===== config.mk =====
export PLATFORM = sky130hd
export DESIGN_NAME = game_state_ctrl
export DESIGN_NICKNAME = d
export VERILOG_FILES = /design/src/rtl/game_state_ctrl.sv
export SDC_FILE = /design/constraint.sdc
export NUM_CORES = 1
export LEC_CHECK = 0
export ABC_AREA = 0
export BUFFER_PORTS_ARGS = -buffer_cell sky130_fd_sc_hd__buf_2
export CAP_MARGIN = 20
export CORE_ASPECT_RATIO = 0.6
export CORE_MARGIN = 2
export CORE_UTILIZATION = 55
export CTS_CLUSTER_DIAMETER = 60
export DETAILED_ROUTE_END_ITERATION = 12
export PLACE_DENSITY = 0.92
export RECOVER_POWER = 100
export SLEW_MARGIN = 20
export SYNTH_ARGS = -nofsm -noshare
export SYNTH_HDL_FRONTEND = slang
export SYNTH_SLANG_ARGS = --single-unit

===== constraint.sdc =====
create_clock -name CLOCK_50 -period 6 [get_ports CLOCK_50]
set_input_delay 0.3 -clock CLOCK_50 [delete_from_list [all_inputs] [get_ports CLOCK_50]]
set_output_delay 0.3 -clock CLOCK_50 [all_outputs]
set_load 0.05 [all_outputs]

===== src/rtl/game_state_ctrl.sv =====
// Top-level game flow controller: tracks play/pause/respawn/level-clear/game-over,
// counts lives and levels, and drives the reset/enable lines for the rest of the game.
module game_state_ctrl #(
   parameter int NUM_GHOSTS    = 2,
   parameter int X_W           = 6,
   parameter int Y_W           = 5,
   parameter int START_LIVES   = 3,
   parameter int RESUME_CYCLES = 250000000,
   parameter int PILL_W        = 9,
   parameter int TOTAL_PILLS   = 300,
   parameter int MAX_LEVEL     = 4,
   localparam int LEVEL_W      = (MAX_LEVEL > 1) ? $clog2(MAX_LEVEL) : 1
) (
   input  logic                      CLOCK_50,
   input  logic                      reset_n,
   input  logic                      start,
   input  logic                      pause,
   input  logic [X_W-1:0]            pacman_x,
   input  logic [Y_W-1:0]            pacman_y,
   input  logic [NUM_GHOSTS*X_W-1:0] ghost_x,
   input  logic [NUM_GHOSTS*Y_W-1:0] ghost_y,
   input  logic [PILL_W-1:0]         pill_count,
   output logic [2:0]                state,
   output logic [2:0]                lives,
   output logic [LEVEL_W-1:0]        level,
   output logic                      sprite_reset,
   output logic                      map_wr_reset,
   output logic                      display_reset,
   output logic                      ghost_enable,
   output logic                      life_lost
);

   localparam int CNT_W = $clog2(RESUME_CYCLES + 1);
   localparam logic [CNT_W-1:0]   RESUME_LOAD = CNT_W'(RESUME_CYCLES - 1);
   localparam logic [PILL_W-1:0]  PILL_TARGET = PILL_W'(TOTAL_PILLS);
   localparam logic [LEVEL_W-1:0] LAST_LEVEL  = LEVEL_W'(MAX_LEVEL - 1);
   localparam logic [2:0]         INIT_LIVES  = 3'(START_LIVES);

   typedef enum logic [2:0] {
      ST_INIT   = 3'd0,
      ST_PLAY   = 3'd1,
      ST_PAUSE  = 3'd2,
      ST_RESUME = 3'd3,
      ST_CLEAR  = 3'd4,
      ST_OVER   = 3'd5
   } state_t;

   state_t           cur_state;
   state_t           nxt_state;
   logic             hit;
   logic             hit_q;
   logic             pause_q;
   logic             start_q;
   logic             hit_p;
   logic             pause_p;
   logic             start_p;
   logic             win;
   logic             lose_life;
   logic             advance;
   logic [CNT_W-1:0] resume_cnt;
   logic             sprite_d;
   logic             map_d;
   logic             display_d;
   logic             ghost_d;

   always_comb begin
      hit = 1'b0;
      for (int i = 0; i < NUM_GHOSTS; i++) begin
         if (ghost_x[i*X_W +: X_W] == pacman_x && ghost_y[i*Y_W +: Y_W] == pacman_y)
            hit = 1'b1;
      end
   end

   // Edge registers track every cycle, in every state, so no stale edge survives a pause or respawn.
   always_ff @(posedge CLOCK_50) begin
      if (!reset_n) begin
         hit_q   <= 1'b0;
         pause_q <= 1'b0;
         start_q <= 1'b0;
      end else begin
         hit_q   <= hit;
         pause_q <= pause;
         start_q <= start;
      end
   end

   assign hit_p   = hit & ~hit_q;
   assign pause_p = pause & ~pause_q;
   assign start_p = start & ~start_q;
   assign win     = (pill_count >= PILL_TARGET);

   always_ff @(posedge CLOCK_50) begin
      if (!reset_n)
         cur_state <= ST_INIT;
      else
         cur_state <= nxt_state;
   end

   // A level clear outranks a same-cycle collision, so the win never costs a life.
   always_comb begin
      nxt_state = cur_state;
      lose_life = 1'b0;
      advance   = 1'b0;
      case (cur_state)
         ST_INIT:   if (start) nxt_state = ST_PLAY;
         ST_PLAY: begin
            if (win)
               nxt_state = ST_CLEAR;
            else if (hit_p) begin
               lose_life = 1'b1;
               nxt_state = (lives > 3'd1) ? ST_RESUME : ST_OVER;
            end else if (pause_p)
               nxt_state = ST_PAUSE;
         end
         ST_PAUSE:  if (pause_p) nxt_state = ST_PLAY;
         ST_RESUME: if (resume_cnt == '0) nxt_state = ST_PLAY;
         ST_CLEAR: begin
            if (start_p && level != LAST_LEVEL) begin
               advance   = 1'b1;
               nxt_state = ST_RESUME;
            end
         end
         ST_OVER:   nxt_state = ST_OVER;
         default:   nxt_state = ST_INIT;
      endcase
   end

   // Decoding the next state lets the registered outputs line up with the state register.
   always_comb begin
      sprite_d  = 1'b0;
      map_d     = 1'b0;
      display_d = 1'b0;
      ghost_d   = 1'b0;
      case (nxt_state)
         ST_INIT: begin
            sprite_d  = 1'b1;
            map_d     = 1'b1;
            display_d = 1'b1;
         end
         ST_PLAY:   ghost_d = 1'b1;
         ST_RESUME: begin
            sprite_d = 1'b1;
            map_d    = advance;
         end
         ST_CLEAR:  sprite_d = 1'b1;
         ST_OVER:   map_d = 1'b1;
         default:   ;
      endcase
   end

   always_ff @(posedge CLOCK_50) begin
      if (!reset_n) begin
         lives         <= INIT_LIVES;
         level         <= '0;
         resume_cnt    <= '0;
         life_lost     <= 1'b0;
         sprite_reset  <= 1'b1;
         map_wr_reset  <= 1'b1;
         display_reset <= 1'b1;
         ghost_enable  <= 1'b0;
      end else begin
         if (lose_life)
            lives <= (lives > 3'd1) ? lives - 3'd1 : 3'd0;
         if (advance)
            level <= level + LEVEL_W'(1);
         if (nxt_state == ST_RESUME && cur_state != ST_RESUME)
            resume_cnt <= RESUME_LOAD;
         else if (cur_state == ST_RESUME && resume_cnt != '0)
            resume_cnt <= resume_cnt - CNT_W'(1);
         life_lost     <= lose_life;
         sprite_reset  <= sprite_d;
         map_wr_reset  <= map_d;
         display_reset <= display_d;
         ghost_enable  <= ghost_d;
      end
   end

   assign state = cur_state;

endmodule


==> metrics <==
outcome=finished with violations; failing checks=capacitance limit, slew limit; CTS Buf Count=5; Post-synth ARST share=0%; post-synthesis mux area share=1.25%; actual slew at the worst max-slew pin=2060 ps; Total Routing Usage GR=25.3%; Sum Neg Setup Slack=0 ps; Pwr Total=0.000742 W; worst-path fanout max=28; setup violators final=0; Area Growth Syn to Fin=14.8%; Reg clk slew, reported paths=80 ps; CP arrival=3350 ps; top area cells in the synthesized netlist=dfxtp_1, xor2_1, xnor2_1; Synth Area in Compound Gates=14.5%; Leak Pwr=1.24 nW; max cap viols=1; Slowest-stage cell, CP=o22ai_1; ANT nets after route=0; Resized cells post-CTS=0; critical path cell sequence=ha_1 > nor2_1 > nand2_1 > or3_1 > o41ai_1 > o22ai_1 > and3_1; post-synth top area share=36.6%; period utilization=51.9%; clock skew=8.01 ps; vias in the first global route=2048; Final Wtd Congestion=0.913; I/O pin cnt=59; largest family of logic cells by synthesized area=simple AND/OR/NAND/NOR gates; drt initial violations=113; RSZ-0062 raised after global routing=no; Peak VDD IR=0.102 mV; root buf cell=clkbuf_8; Starting Density=57.8%; Setup Buffers After CTS=0; Yosys cell types=53; Cell Area, Synth=2410 µm²; fin. max-slew vios=29; core area=4170 µm²; Synth area leader=dfxtp_1; CP required=6230 ps; DR WL/cell=15.1 µm; initial antenna violation count=0; Critical Path Max Stage Delay=1520 ps; Post-Synth Simple-Gate Area=24.0%; clock buffer depth=2; pin count of the biggest net entering global routing=29; dominant synthesized flop cell=dfxtp_1; Setup crit end kind=register; slew margin rel.=-37.4%; # fillers=332; hpwl dp=4190 µm; EDFF count, synth=0; clk_lat worst skew=300 ps; CTS H-tree lvls=2; DIE HEIGHT=55.3 µm; share of layout cells above drive strength 1=17.4%; vias=2141; Gate Count Post-Synth=267; CTS sink count=44; most common cell after layout, fill and taps aside=dfxtp_1; Die Width=89.4 µm; Non-Filler Instances=381; first-pass GRT wire length=9720 µm; post-synthesis sequential area ratio=36.6%; clock period minus final worst setup slack=3120 ps; Synth Area in Adders=2.60%; most frequent cells in the layout=dfxtp_1, buf_2, xor2_1; final core area utilization=66.4%; TritonCTS clock tree=yes; hold_buf cts=0; Site Rows=18; total routed wirelength=5760 µm; Ys Warns=0; IO buf count=56; mean post-synth cell area=9.02 µm²; Vias/cell=5.62; Antenna Cells=0; startpoint types=register; DRT Pass-1 Iters=4; synthesis-stage register bit count=44; Synth Net Count=318; Post-route DRC=0; post-synthesis xor/xnor area fraction=17.8%; HP Class=input port to register; power per standard cell area=268 nW/µm²; fmax=321 MHz; critical path class=register to register; Die Area=4940 µm²; Final nets=373; total gr overflow=0; placed insts=375; final hold violation count=0
==> where the power goes <==
part	switching, W	leakage [nW]	internal [W]	total [W]
logic	0.000126	0.836	0.0000685	0.000194
registers	0.0000183	0.358	0.000312	0.000331
clock network	0.0000970	0.0501	0.000120	0.000217
total	0.000241	1.24	0.000500	0.000742
==> per-layer routing <==
| layer | wire, µm | up-vias | global-route usage, % |
|---|---|---|---|
| li1 | - | 1057 | - |
| met1 | 2760 | 1009 | 36.8 |
| met2 | 2500 | 64 | 36.1 |
| met3 | 394 | 11 | 7.32 |
| met4 | 96 | 0 | 7.89 |
| met5 | 0 | - | 0 |
==> synthesized netlist by cell type, drive strengths merged (3+ instances only) <==
cell type and count:
nor4 12, inv 8, xnor2 15, xor2 34, dfxtp 44, a211o 3, nor3 19, nand3b 3
buf 4, nand2 10, nand3 3, clkbuf 4, ha 5, nand2b 3, or3 5, o211ai 3
and2 4, mux2i 3, o21ai 4, nor2 20, and3 9, a21oi 25
==> registers in the layout, summed over array words and instances, names as in the netlist, 2 cells and up <==
register,count
resume_cnt,28
lives,3
level,2
state,3
==> cells by family (layout without fill, tap and decap cells) <==
| logic type | count (synthesis) | in the layout |
|---|---|---|
| adder cells (fa/ha/maj) | 5 | 5 |
| AND/OR/NAND/NOR | 98 | 98 |
| multiplexers | 3 | 3 |
| XOR/XNOR | 49 | 49 |
| buffers and inverters | 17 | 71 |
| flip-flops | 44 | 44 |
| AO/OA/AOI/OAI | 51 | 51 |
==> cell type report <==
| class | count | area [µm²] | area share (%) |
|---|---|---|---|
| Multi-Input combinational cell | 206 | 1410 | 51.1 |
| Sequential cell | 44 | 881 | 31.9 |
| Timing Repair Buffer | 56 | 263 | 9.50 |
| Tap cell | 60 | 75.1 | 2.71 |
| Clock buffer | 5 | 68.8 | 2.49 |
| Inverter | 9 | 33.8 | 1.22 |
| Clock inverter | 1 | 30.0 | 1.09 |
==> through the flow <==
step                instance area, µm²  setup WS [ps]  hold WS, ps
global placement                  2720           3560          473
detailed placement                2720           3500          479
CTS                               2820           3710          215
floorplan                         2410           3680          422
global route                      2770           2610          214
finish                            2770           2880          228
==> critical path, delay by kind of cell, from the launching register on <==
family	cells	cell delay, ps
flip-flops	1	380
AND/OR/NAND/NOR	4	760
AO/OA/AOI/OAI	2	1690
adder cells (fa/ha/maj)	1	220
==> final timing paths <==
path | from | to | slack, ps | cells past startpoint
min | pause | pause_q | 230 | 2
min reg2reg | resume_cnt[13] | resume_cnt[13] | 500 | 2
max reg2reg | level[0] | resume_cnt[14] | 2880 | 7
max | level[0] | resume_cnt[14] | 2880 | 7
Power figures use the tool's default switching activity.
